[src/rtl/vfx_stream_pkg.sv]
// Shared types for the video stream path: pixel word, controller states and the beat record.
package vfx_stream_pkg;

  localparam int PIXEL_W        = 12;
  localparam int DEF_IMG_WIDTH  = 320;
  localparam int DEF_IMG_HEIGHT = 240;

  typedef logic [PIXEL_W-1:0] pixel_t;

  typedef enum logic [1:0] {
    IDLE,
    ACTIVE,
    DRAIN
  } ctrl_state_e;

  typedef struct packed {
    pixel_t data;
    logic   sop;
    logic   eop;
  } stream_beat_t;

endpackage

[src/rtl/stream_skid_buffer.sv]
// Purpose: 2-entry registered skid buffer for stream beats.
// Latency: 1 cycle from accepted input to out_vld when empty.
// Backpressure: in_rdy is registered and drops only when both entries are held.
module stream_skid_buffer
  import vfx_stream_pkg::*;
#(
  parameter type beat_t = stream_beat_t
) (
  input  logic  clk,
  input  logic  reset_n,
  input  logic  in_vld,
  output logic  in_rdy,
  input  beat_t in_dat,
  output logic  out_vld,
  input  logic  out_rdy,
  output beat_t out_dat
);

  logic [1:0] count;
  logic [1:0] count_nxt;
  beat_t      head;
  beat_t      tail;
  logic       push;
  logic       pop;

  assign push    = in_vld & in_rdy;
  assign pop     = out_vld & out_rdy;
  assign out_vld = (count != 2'd0);
  assign out_dat = head;

  always_comb begin
    count_nxt = count;
    if (push && !pop) begin
      count_nxt = count + 2'd1;
    end else if (!push && pop) begin
      count_nxt = count - 2'd1;
    end
  end

  // push with pop can only happen with one entry held, since in_rdy is low when full
  always_ff @(posedge clk or negedge reset_n) begin
    if (!reset_n) begin
      count  <= 2'd0;
      head   <= '0;
      tail   <= '0;
      in_rdy <= 1'b0;
    end else begin
      count  <= count_nxt;
      in_rdy <= (count_nxt != 2'd2);
      if (push && (count == 2'd0 || pop)) begin
        head <= in_dat;
      end else if (pop) begin
        head <= tail;
      end
      if (push && !pop && count == 2'd1) begin
        tail <= in_dat;
      end
    end
  end

endmodule

[src/rtl/frame_stream_controller.sv]
// Purpose: regenerates sop/eop for WIDTH x HEIGHT frames, latches blur mode per frame, flags malformed frames.
// Latency: 1 cycle input-to-output through the skid buffer; error pulses and mode appear alongside.
// Backpressure: snk_ready drops when the 2-entry skid buffer is full. Optional stats: FRAME_STATS_EN.
module frame_stream_controller
  import vfx_stream_pkg::*;
#(
  parameter int IMG_WIDTH  = DEF_IMG_WIDTH,
  parameter int IMG_HEIGHT = DEF_IMG_HEIGHT,
  parameter int DATA_W     = PIXEL_W
) (
  input  logic              clk,
  input  logic              reset_n,
  input  logic              mode_req,
  input  logic              snk_valid,
  output logic              snk_ready,
  input  logic [DATA_W-1:0] snk_data,
  input  logic              snk_sop,
  input  logic              snk_eop,
  output logic              src_valid,
  input  logic              src_ready,
  output logic [DATA_W-1:0] src_data,
  output logic              src_sop,
  output logic              src_eop,
  output logic              is_underage,
  output logic              err_early_sop,
  output logic              err_short,
  output logic              err_long
`ifdef FRAME_STATS_EN
  ,
  output logic [15:0]       frame_count,
  output logic [7:0]        err_count
`endif
);

  localparam int XW = (IMG_WIDTH > 1) ? $clog2(IMG_WIDTH) : 1;
  localparam int YW = (IMG_HEIGHT > 1) ? $clog2(IMG_HEIGHT) : 1;
  localparam logic [XW-1:0] X_LAST = XW'(IMG_WIDTH - 1);
  localparam logic [YW-1:0] Y_LAST = YW'(IMG_HEIGHT - 1);

  ctrl_state_e  state;
  ctrl_state_e  state_nxt;
  logic [XW-1:0] x, x_nxt, pos_x;
  logic [YW-1:0] y, y_nxt, pos_y;
  logic          xfer;
  logic          keep;
  logic          early_f, short_f, long_f;
  stream_beat_t  push_beat;
  stream_beat_t  out_beat;

  assign xfer = snk_valid & snk_ready;

  // An sop beat always restarts at (0,0); eop on an sop beat only matters if that pixel is the last one.
  always_comb begin
    state_nxt = state;
    x_nxt     = x;
    y_nxt     = y;
    pos_x     = x;
    pos_y     = y;
    keep      = 1'b0;
    early_f   = 1'b0;
    short_f   = 1'b0;
    long_f    = 1'b0;
    push_beat = '0;
    if (xfer) begin
      push_beat.data = pixel_t'(snk_data);
      if (snk_sop) begin
        keep          = 1'b1;
        push_beat.sop = 1'b1;
        pos_x         = '0;
        pos_y         = '0;
        early_f       = (state == ACTIVE);
      end else begin
        keep = (state == ACTIVE);
      end
      if (keep) begin
        if (pos_x == X_LAST && pos_y == Y_LAST) begin
          push_beat.eop = 1'b1;
          x_nxt         = '0;
          y_nxt         = '0;
          if (snk_eop) begin
            state_nxt = IDLE;
          end else begin
            state_nxt = DRAIN;
            long_f    = 1'b1;
          end
        end else if (snk_eop && !snk_sop) begin
          push_beat.eop = 1'b1;
          short_f       = 1'b1;
          state_nxt     = IDLE;
          x_nxt         = '0;
          y_nxt         = '0;
        end else begin
          state_nxt = ACTIVE;
          if (pos_x == X_LAST) begin
            x_nxt = '0;
            y_nxt = pos_y + YW'(1);
          end else begin
            x_nxt = pos_x + XW'(1);
            y_nxt = pos_y;
          end
        end
      end
    end
  end

  always_ff @(posedge clk or negedge reset_n) begin
    if (!reset_n) begin
      state         <= IDLE;
      x             <= '0;
      y             <= '0;
      is_underage   <= 1'b0;
      err_early_sop <= 1'b0;
      err_short     <= 1'b0;
      err_long      <= 1'b0;
    end else begin
      state         <= state_nxt;
      x             <= x_nxt;
      y             <= y_nxt;
      err_early_sop <= early_f;
      err_short     <= short_f;
      err_long      <= long_f;
      if (xfer && snk_sop) begin
        is_underage <= mode_req;
      end
    end
  end

  stream_skid_buffer #(
    .beat_t (stream_beat_t)
  ) u_skid (
    .clk     (clk),
    .reset_n (reset_n),
    .in_vld  (keep),
    .in_rdy  (snk_ready),
    .in_dat  (push_beat),
    .out_vld (src_valid),
    .out_rdy (src_ready),
    .out_dat (out_beat)
  );

  assign src_data = DATA_W'(out_beat.data);
  assign src_sop  = out_beat.sop;
  assign src_eop  = out_beat.eop;

`ifdef FRAME_STATS_EN
  always_ff @(posedge clk or negedge reset_n) begin
    if (!reset_n) begin
      frame_count <= 16'd0;
      err_count   <= 8'd0;
    end else begin
      if (src_valid && src_ready && src_eop) begin
        frame_count <= frame_count + 16'd1;
      end
      if ((err_early_sop || err_short || err_long) && err_count != 8'hFF) begin
        err_count <= err_count + 8'd1;
      end
    end
  end
`endif

endmodule

[config.mk]
export PLATFORM = sky130hd
export DESIGN_NAME = frame_stream_controller
export DESIGN_NICKNAME = d
export VERILOG_FILES = /design/src/rtl/vfx_stream_pkg.sv /design/src/rtl/stream_skid_buffer.sv /design/src/rtl/frame_stream_controller.sv
export SDC_FILE = /design/constraint.sdc
export NUM_CORES = 1
export LEC_CHECK = 0
export CORE_ASPECT_RATIO = 0.5
export CORE_UTILIZATION = 32
export CTS_BUF_LIST = sky130_fd_sc_hd__clkbuf_2
export DETAILED_ROUTE_END_ITERATION = 6
export PLACE_DENSITY = 0.61
export SYNTH_ARGS = -nofsm -noshare
export SYNTH_HDL_FRONTEND = slang
export SYNTH_SLANG_ARGS = --single-unit
[constraint.sdc]
create_clock -name clk -period 1.95 [get_ports clk]
set_input_delay 0.195 -clock clk [delete_from_list [all_inputs] [get_ports clk]]
set_output_delay 0.195 -clock clk [all_outputs]
set_load 0.05 [all_outputs]
==> summary.md, run 1 <==
| Metric | Value |
|---|---|
| Status | `completed` |
| TritonCTS buffer count | `5` |
| Final WS setup | `0.08546 ns` |
| Initial Util | `33.36%` |
| Synthesis warning total | `0` |
| Synth area leader | `dfrtp_1` |
| Die height | `66.93 um` |
| Root Buffer | `clkbuf_2` |
| CP max FO | `1` |
| Reg2reg path depth | `7` |
| Design Power | `4.316 mW` |
| Post-synth top area share | `50.09%` |
| Most used DFF post-synth | `dfrtp_1` |
| Worst Setup Path Type | `flop to output pin` |
| Area contributors post-synth | `dfrtp_1 50%, nand2_1 7.7%, o21ai_0 6.5%, mux2_2 5.4%, ha_1 1.9%` |
| IO Pins | `39` |
| Final Max Slew Viols | `0` |
| CP Launch Type | `flop` |
| Slew Limit Headroom | `53.92%` |
| Vias per cell | `4.911` |
| Avg WL per Cell | `13.60 um` |
| Worst Max-Slew Pin Slew | `0.6840 ns` |
| Die footprint | `8824 um^2` |
| Fin crit share | `95.62%` |
| Vias in the first global route | `2,291` |
| Residual DRC | `0` |
| Number of diodes | `0` |
| Min-delay worst type | `input pin to asynchronous set/reset pin` |
| F_max | `536.3 MHz` |
| H-tree lvl count | `2` |
| Post-synthesis average cell area | `9.845 um^2` |
| Congestion Overflow GR | `0` |
| Clock Latency Late Sink | `0.47 ns` |
| Die Span X | `131.8 um` |
| Detailed Routing Iterations Pass 1 | `4` |
| Initial DRC count | `118` |
| CTS clk-pin slew, worst paths | `0.30 ns` |
| Maximum vdd drop | `0.5973 mV` |
| Synth Register Bits | `54` |
| Syn nets | `297` |
| TritonCTS clock tree | `done` |
| DR vias | `2,254` |
| Number of port buffers | `38` |
| Row count | `23` |
| Synth top cells by count | `55 x nand2_1, 54 x dfrtp_1, 35 x o21ai_0` |
| Setup TNS | `0 ns` |
| Critical Path RT | `1.75 ns` |
| Largest net degree at the start of global routing | `27` |
| Final WL | `6243 um` |
| R2R Setup Slk | `0.10 ns` |
| Cells after synthesis | `274` |
| Total clock sinks | `54` |
| Core Box Area | `8087 um^2` |
| Final setup violation count | `0` |
| CP Buf/Inv Count | `1` |
| Worst path depth | `1` |
| Final ANT Viol Nets | `0` |
| Crit path cell chain | `clkdlybuf4s50_1` |
| Layout Nets | `369` |
| Hold_ws | `0.2139 ns` |
| First-pass GRT wire length | `10,730 um` |
| Power Density | `1209 nW/um^2` |
| Syn-to-layout area delta | `32.37%` |
| Lkg Pwr | `1.757 nW` |
| Netlist cell types | `47` |
| Sequential-to-total area share from yosys stat | `50.09%` |
| GRT Total Usage | `15.46%` |
| Max Cap Viol | `0` |
| Cell Area, Synth | `2698 um^2` |
| CTS Buffer Depth | `2` |
| GPL Wtd Cong | `0.8649` |
| Tmin final | `1.865 ns` |
| Asr flop ratio synth | `100.0%` |
| Worst path max stage delay | `0.79 ns` |
| CP arrival | `1.67 ns` |
| Top-count cell post-synth | `nand2_1` |
| Element type at the critical path end | `output pin` |
| Endpoints failing hold | `0` |
| Non-Filler Instances | `459` |
| Layout cells sized above 1 | `23.63%` |
| Final Skew | `0.02109 ns` |
| EDFF count, synth | `0` |
| DP HPWL | `4606 um` |
| Slowest CP cell | `clkdlybuf4s50_1` |
| CP top delay family | `buffers and inverters` |
| Initial antenna violation count | `0` |
| Placed Instances | `449` |
| Pre-CTS WS | `-0.2278 ns` |
repair_timing:
item,CTS,global route
cloned,0,0
gates resized for setup,2,18
pin swaps,0,2
endpoints found under the setup margin,2,28
hold endpoints to repair,24,0
setup buffers,0,1
hold buffers,1,0
routing by layer:
layer	track usage (%)	share of wire, %
met1	18.46	46
met2	28.77	51
met3	3.196	2.8
met4	3.924	1.0
met5	0	0
kinds of logic after synthesis:
kind of cell	count (synthesis)	share of synthesized area (%)
AND/OR/NAND/NOR	106	20.18
AO/OA/AOI/OAI	71	16.05
adder cells (fa/ha/maj)	5	2.226
multiplexers	15	6.169
flip-flops	54	50.09
buffers and inverters	18	3.664
XOR/XNOR	5	1.624
sequential cells by signal, summed over array words and instances (netlist names):
register / cells
x: 9
u_skid.tail: 14
is_underage: 1
state: 2
u_skid.out_dat: 14
y: 8
err_short: 1
u_skid.count: 2
err_early_sop: 1
err_long: 1
u_skid.in_rdy: 1
layout make-up:
type / count / area, um^2
Sequential cell: 54 / 1351
Tap cell: 112 / 140.1
Clock buffer: 5 / 25.02
Fill cell: 773 / 4516
Multi-Input combinational cell: 202 / 1284
Timing Repair Buffer: 77 / 720.7
Inverter: 6 / 26.28
Clock inverter: 3 / 23.77
worst paths after layout:
check,start,end
setup reg to reg,x[0],x[3]
setup / recovery,err_short,err_short
hold reg to reg,u_skid.tail[3],u_skid.tail[3]
min in group clk,snk_data[6],u_skid.out_dat[8]
max in group asynchronous,reset_n,err_early_sop
hold / removal,reset_n,y[2]
power by group:
part	total, mW	switching (mW)	internal (mW)
registers	1.64	0.181	1.46
clock network	0.473	0.381	0.0918
logic	2.21	1.34	0.862
total	4.32	1.91	2.41
cells in the final DEF (no fill, tap or decap), types with 4 or more instances in the layout:
| cell | Yosys | layout |
|---|---|---|
| clkdlybuf4s50_1 | 0 | 22 |
| inv_1 | 6 | 5 |
| o31ai_1 | 4 | 4 |
| dfrtp_1 | 54 | 54 |
| nor2b_1 | 5 | 4 |
| buf_4 | 1 | 37 |
| nor2_1 | 11 | 10 |
| nand2_1 | 55 | 53 |
| nand3_1 | 5 | 5 |
| a21oi_1 | 7 | 7 |
| mux2_2 | 13 | 13 |
| nand2b_1 | 5 | 5 |
| o21ai_0 | 35 | 35 |
| and3_1 | 5 | 5 |
| dlymetal6s2s_1 | 0 | 12 |
| o21ai_1 | 6 | 5 |
| clkbuf_2 | 0 | 5 |
per-stage QoR:
stage                     utilization, %  cell area, um^2
after floorplan                        -             2714
after global placement             42.72             3455
after detailed placement           42.72             3455
after CTS                          43.42             3511
after global routing               44.16             3571
final                              44.16             3571
No activity file was read; power rests on OpenSTA's default activity.
==> run 2, diff against run 1 <==
Settings changed: REMOVE_ABC_BUFFERS from default to 1.
==> summary.md, run 2 (synthesized netlist as in run 1, its figures left out) <==
| Metric | Value |
|---|---|
| Vias per cell | `4.906 (about the same)` |
| Final ANT Viol Nets | `0 (unchanged)` |
| Syn-to-layout area delta | `30.94%` |
| Vias in the first global route | `2,257 (-1.5%)` |
| TritonCTS buffer count | `5 (unchanged)` |
| Total clock sinks | `54 (unchanged)` |
| GPL Wtd Cong | `0.8591 (-0.67%)` |
| Maximum vdd drop | `0.5615 mV (-6.0%)` |
| Slew Limit Headroom | `54.10% (+0.18 points)` |
| TritonCTS clock tree | `done` |
| Area post-placement | `3422 um^2 (-0.94%)` |
| Root Buffer | `clkbuf_2` |
| DP HPWL | `4543 um (-1.4%)` |
| Reg2Reg Capture Point | `x[5]` |
| CP max FO | `7 (+6)` |
| Final WL | `6280 um (+0.59%)` |
| Final setup violation count | `0 (unchanged)` |
| Initial DRC count | `137 (+16%)` |
| Final Skew | `0.01914 ns (-0.001946 ns)` |
| Setup TNS | `0 ns (unchanged)` |
| Status | `completed` |
| Final core utilization | `43.68% (-0.48 points)` |
| CTS clk-pin slew, worst paths | `0.28 ns (-0.02 ns)` |
| Tmin final | `1.887 ns (+0.02235 ns)` |
| Die height | `66.93 um (unchanged)` |
| F_max | `530.0 MHz (-1.2%)` |
| CP arrival | `2.26 ns (+0.59 ns)` |
| Number of port buffers | `38 (unchanged)` |
| Critical Path RT | `2.32 ns (+0.57 ns)` |
| Fillers | `773 (unchanged)` |
| Layout cells sized above 1 | `21.16% (-2.5 points)` |
| Row count | `23 (unchanged)` |
| Die footprint | `8824 um^2 (unchanged)` |
| Power Density | `1257 nW/um^2 (+4.0%)` |
| CP Buf/Inv Count | `1 (unchanged)` |
| CP startpoint | `x[0]` |
| Layout Nets | `367 (-0.54%)` |
| Worst path max stage delay | `0.47 ns (-0.32 ns)` |
| GRT Total Usage | `14.89% (-0.57 points)` |
| IO Pins | `39 (unchanged)` |
| CP Launch Type | `flop` |
| Pre-CTS WS | `-0.2025 ns (+0.02525 ns)` |
| Endpoints failing hold | `0 (unchanged)` |
| Setup crit end | `x[5]` |
| Initial Util | `33.36% (unchanged)` |
| Die Span X | `131.8 um (unchanged)` |
| CP top delay family | `simple AND/OR/NAND/NOR gates` |
| Worst r2r src | `x[0]` |
| Initial antenna violation count | `0 (unchanged)` |
| Min-delay worst type | `input pin to asynchronous set/reset pin` |
| Commonest non-fill, non-tap cell in the layout | `nand2_1` |
| Fin crit share | `96.76% (+1.1 points)` |
| Slowest CP cell | `or3_2` |
| Worst Max-Slew Pin Slew | `0.6813 ns (-0.002610 ns)` |
| Largest net degree at the start of global routing | `55 (+100%)` |
| Reg2reg path depth | `7 (unchanged)` |
| Residual DRC | `0 (unchanged)` |
| Detailed Routing Iterations Pass 1 | `4 (unchanged)` |
| R2R Setup Slk | `0.06 ns (-0.04 ns)` |
| Final Max Slew Viols | `0 (unchanged)` |
| Crit path cell chain | `nor2b_2 -> ha_1 -> nand2_1 -> nor3b_4 -> buf_4 -> or3_2 -> a31oi_1` |
| Congestion Overflow GR | `0 (unchanged)` |
| Core Box Area | `8087 um^2 (unchanged)` |
| Worst Setup Path Type | `flop to flop` |
| Post-route cell area | `3532 um^2 (-1.1%)` |
| Lkg Pwr | `1.674 nW (-4.7%)` |
| Worst path depth | `7 (+6)` |
| H-tree lvl count | `2 (unchanged)` |
| First-pass GRT wire length | `10,470 um (-2.4%)` |
| Most frequent cells in the layout | `55 x nand2_1, 54 x dfrtp_1, 35 x o21ai_0, 35 x buf_4, 31 x clkdlybuf4s50_1` |
| Hold_ws | `0.2111 ns (-0.002737 ns)` |
| Final WS setup | `0.06312 ns (-0.02235 ns)` |
| Max Cap Viol | `0 (unchanged)` |
| Avg WL per Cell | `13.74 um (+1.0%)` |
| DR vias | `2,242 (-0.53%)` |
| Clock Latency Late Sink | `0.43 ns (-0.04 ns)` |
| CTS Buffer Depth | `2 (unchanged)` |
| Number of diodes | `0 (unchanged)` |
| Element type at the critical path end | `flop` |
-- run 2: cell count changes in the layout (fill, tap and decap cells not counted), sizes merged, moves of 2 or more --
cell / change
clkinvlp: -3
buf: -2
clkdlybuf4s50: +9
dlymetal6s2s: -7
dlygate4sd2: -2
-- run 2: worst register-to-register path, cell delays in order, from the launching register on --
cell and delay, ns:
dfrtp_1 0.46, nor2b_2 0.17, ha_1 0.20, nand2_1 0.13
nor3b_4 0.07, buf_4 0.17, or3_2 0.48, a31oi_1 0.17
-- run 2: worst min-delay path by stage --
stage                                    to  slack, ns  cells after the start
after CTS                 u_skid.out_dat[3]       0.20                      3
after detailed placement  u_skid.out_dat[3]       0.22                      2
final                     u_skid.out_dat[3]       0.21                      3
after global placement    u_skid.out_dat[8]       0.21                      2
after global routing      u_skid.out_dat[3]       0.21                      3
after floorplan               err_early_sop      -0.10                      0
-- run 2: metal layers --
| metal | global-route usage, % | share of wire, % | up-vias |
|---|---|---|---|
| met5 | 0 | 0 | - |
| met4 | 2.616 | 0.61 | 0 |
| met3 | 2.740 | 2.9 | 5 |
| met2 | 27.58 | 49 | 29 |
| met1 | 18.47 | 47 | 1106 |
| li1 | - | - | 1102 |
-- run 2: final cells by class --
class	instances	area [um^2]	share of cell area (%)
flip-flops and latches	54	1351	38.26
clock buffers	5	25.02	0.7085
inverters	6	22.52	0.6376
multi-input cells	202	1259	35.64
clock inverters	3	43.79	1.240
repair buffers	75	690.7	19.55
well taps	112	140.1	3.967
-- run 2: per-stage QoR --
stage	cells	power [mW]
after global routing	457	4.741
after floorplan	262	3.039
after global placement	447	3.795
after CTS	456	4.473
after detailed placement	447	3.884
final	457	4.442
-- run 2: power by group --
| part | switching [mW] | internal [mW] |
|---|---|---|
| clock | 0.369 | 0.220 |
| combinational | 1.34 | 0.875 |
| sequential | 0.178 | 1.46 |
| total | 1.89 | 2.55 |
-- run 2: timing repair --
action                     CTS  global route
setup endpoints to repair    0            15
hold endpoints to repair    54             0
setup buffers                0             1
resized for setup            0             8
hold buffers                 1             0
==> run 3, diff against run 2 <==
Settings changed: CORE_ASPECT_RATIO 0.5 to default.
==> summary.md, run 3 (synthesized netlist as in run 1, its figures left out) <==
| Metric | Value |
|---|---|
| Slowest CP cell | `clkdlybuf4s50_1` |
| Congestion Overflow GR | `0 (unchanged)` |
| CTS Buffer Depth | `2 (unchanged)` |
| GPL Wtd Cong | `0.8588 (about the same)` |
| Setup TNS | `0 ns (unchanged)` |
| Final WL | `6023 um (-4.1%)` |
| Post-CTS Setup Bufs | `0 (unchanged)` |
| Clock Latency Late Sink | `0.46 ns (+0.03 ns)` |
| Tmin final | `1.860 ns (-0.02677 ns)` |
| Syn-to-layout area delta | `31.40%` |
| TritonCTS buffer count | `5 (unchanged)` |
| RSZ-0062 raised after global routing | `true` |
| Detailed Routing Iterations Pass 1 | `5 (+1)` |
| Vias in the first global route | `2,181 (-3.4%)` |
| DP HPWL | `4379 um (-3.6%)` |
| Post-route cell area | `3545 um^2 (+0.35%)` |
| Max Cap Viol | `0 (unchanged)` |
| Layout cells sized above 1 | `21.39% (+0.23 points)` |
| Number of diodes | `0 (unchanged)` |
| Critical Path RT | `1.75 ns (-0.57 ns)` |
| Residual DRC | `0 (unchanged)` |
| CP top delay family | `buffers and inverters` |
| Hold_ws | `0.1973 ns (-0.01384 ns)` |
| Most frequent cells in the layout | `54 x nand2_1, 54 x dfrtp_1, 35 x o21ai_0, 34 x buf_4, 26 x clkdlybuf4s50_1` |
| Worst path max stage delay | `0.79 ns (+0.32 ns)` |
| TritonCTS clock tree | `done` |
| First-pass GRT wire length | `10,560 um (+0.86%)` |
| Final ANT Viol Nets | `0 (unchanged)` |
| CP Launch Type | `flop` |
| Die Span X | `93.82 um (-29%)` |
| CP arrival | `1.67 ns (-0.59 ns)` |
| Row count | `33 (+43%)` |
| Number of port buffers | `38 (unchanged)` |
| Core Box Area | `8175 um^2 (+1.1%)` |
| Final Skew | `0.04145 ns (+0.02231 ns)` |
| Endpoints failing hold | `0 (unchanged)` |
| IO Pins | `39 (unchanged)` |
| Min-delay worst type | `input pin to asynchronous set/reset pin` |
| H-tree lvl count | `2 (unchanged)` |
| Crit path cell chain | `clkdlybuf4s50_1` |
| Die footprint | `8801 um^2 (-0.25%)` |
| CP Buf/Inv Count | `1 (unchanged)` |
| Element type at the critical path end | `output pin` |
| Worst Max-Slew Pin Slew | `0.5536 ns (-0.1278 ns)` |
| Lkg Pwr | `1.738 nW (+3.8%)` |
| Area post-placement | `3453 um^2 (+0.91%)` |
| Vias per cell | `4.909 (about the same)` |
| Power Density | `1202 nW/um^2 (-4.4%)` |
| Largest net degree at the start of global routing | `34 (-38%)` |
| Maximum vdd drop | `0.3422 mV (-39%)` |
| Initial antenna violation count | `0 (unchanged)` |
| Root Buffer | `clkbuf_2` |
| Layout Nets | `368 (+0.27%)` |
| Final setup violation count | `0 (unchanged)` |
| Total clock sinks | `54 (unchanged)` |
| Final Max Slew Viols | `0 (unchanged)` |
| DR vias | `2,214 (-1.2%)` |
| Initial Util | `33.00% (-0.36 points)` |
| Die height | `93.82 um (+40%)` |
| Initial DRC count | `69 (-50%)` |
| CP max FO | `2 (-5)` |
| Avg WL per Cell | `13.35 um (-2.8%)` |
| GRT Total Usage | `15.26% (+0.37 points)` |
| Slew Limit Headroom | `63.10% (+9.0 points)` |
| Worst Setup Path Type | `flop to output pin` |
| F_max | `537.6 MHz (+1.4%)` |
| Status | `completed` |
| CTS clk-pin slew, worst paths | `0.30 ns (+0.02 ns)` |
| Fin crit share | `95.39% (-1.4 points)` |
[run 3: path summary, 6_finish.rpt]
path	depth (start not counted)	startpoint	slack (ns)	endpoint
setup reg to reg	8	x[0]	0.12	y[7]
max in group asynchronous	3	reset_n	1.15	y[7]
hold reg to reg	2	u_skid.tail[2]	0.51	u_skid.tail[2]
min in group clk	3	snk_data[5]	0.26	u_skid.out_dat[7]
setup / recovery	1	u_skid.out_dat[13]	0.09	src_data[11]
hold / removal	2	reset_n	0.20	u_skid.out_dat[13]
[run 3: routing by layer]
metal / GRT usage [%] / share of wire, % / up-vias
met4: 3.333 / 0.56 / 0
met2: 24.76 / 45 / 46
li1: - / - / 1111
met1: 21.26 / 50 / 1053
met5: 0 / 0 / -
met3: 2.589 / 3.8 / 4
[run 3: metrics by stage]
stage,util (%),power (mW),std cells,worst slack (ns)
floorplan,-,3.039,262,-0.4087
global placement,42.24,3.828,442,-0.2124
detailed placement,42.24,3.865,442,-0.2605
CTS,42.91,4.321,451,0.01559
global route,43.36,4.573,451,-0.02381
finish,43.36,4.260,451,0.08989
[run 3: layout make-up]
type / count / area (um^2)
fill: 802 / 4631
sequential: 54 / 1351
multi-input combinational: 202 / 1261
timing repair buffer: 76 / 732.0
tap: 105 / 131.4
clock buffer: 5 / 25.02
inverter: 6 / 22.52
clock inverter: 3 / 21.27
[run 3: where the power goes]
part,internal (mW),total [mW],switching (mW)
Sequential,1.46,1.63,0.174
Clock,0.0901,0.453,0.363
Combinational,0.872,2.18,1.31
[run 3: what timing repair did]
action	in CTS	in global routing
pin swaps	0	1
gates resized for setup	1	13
hold endpoints to repair	21	0
setup endpoints to repair	1	17
hold buffers	1	0
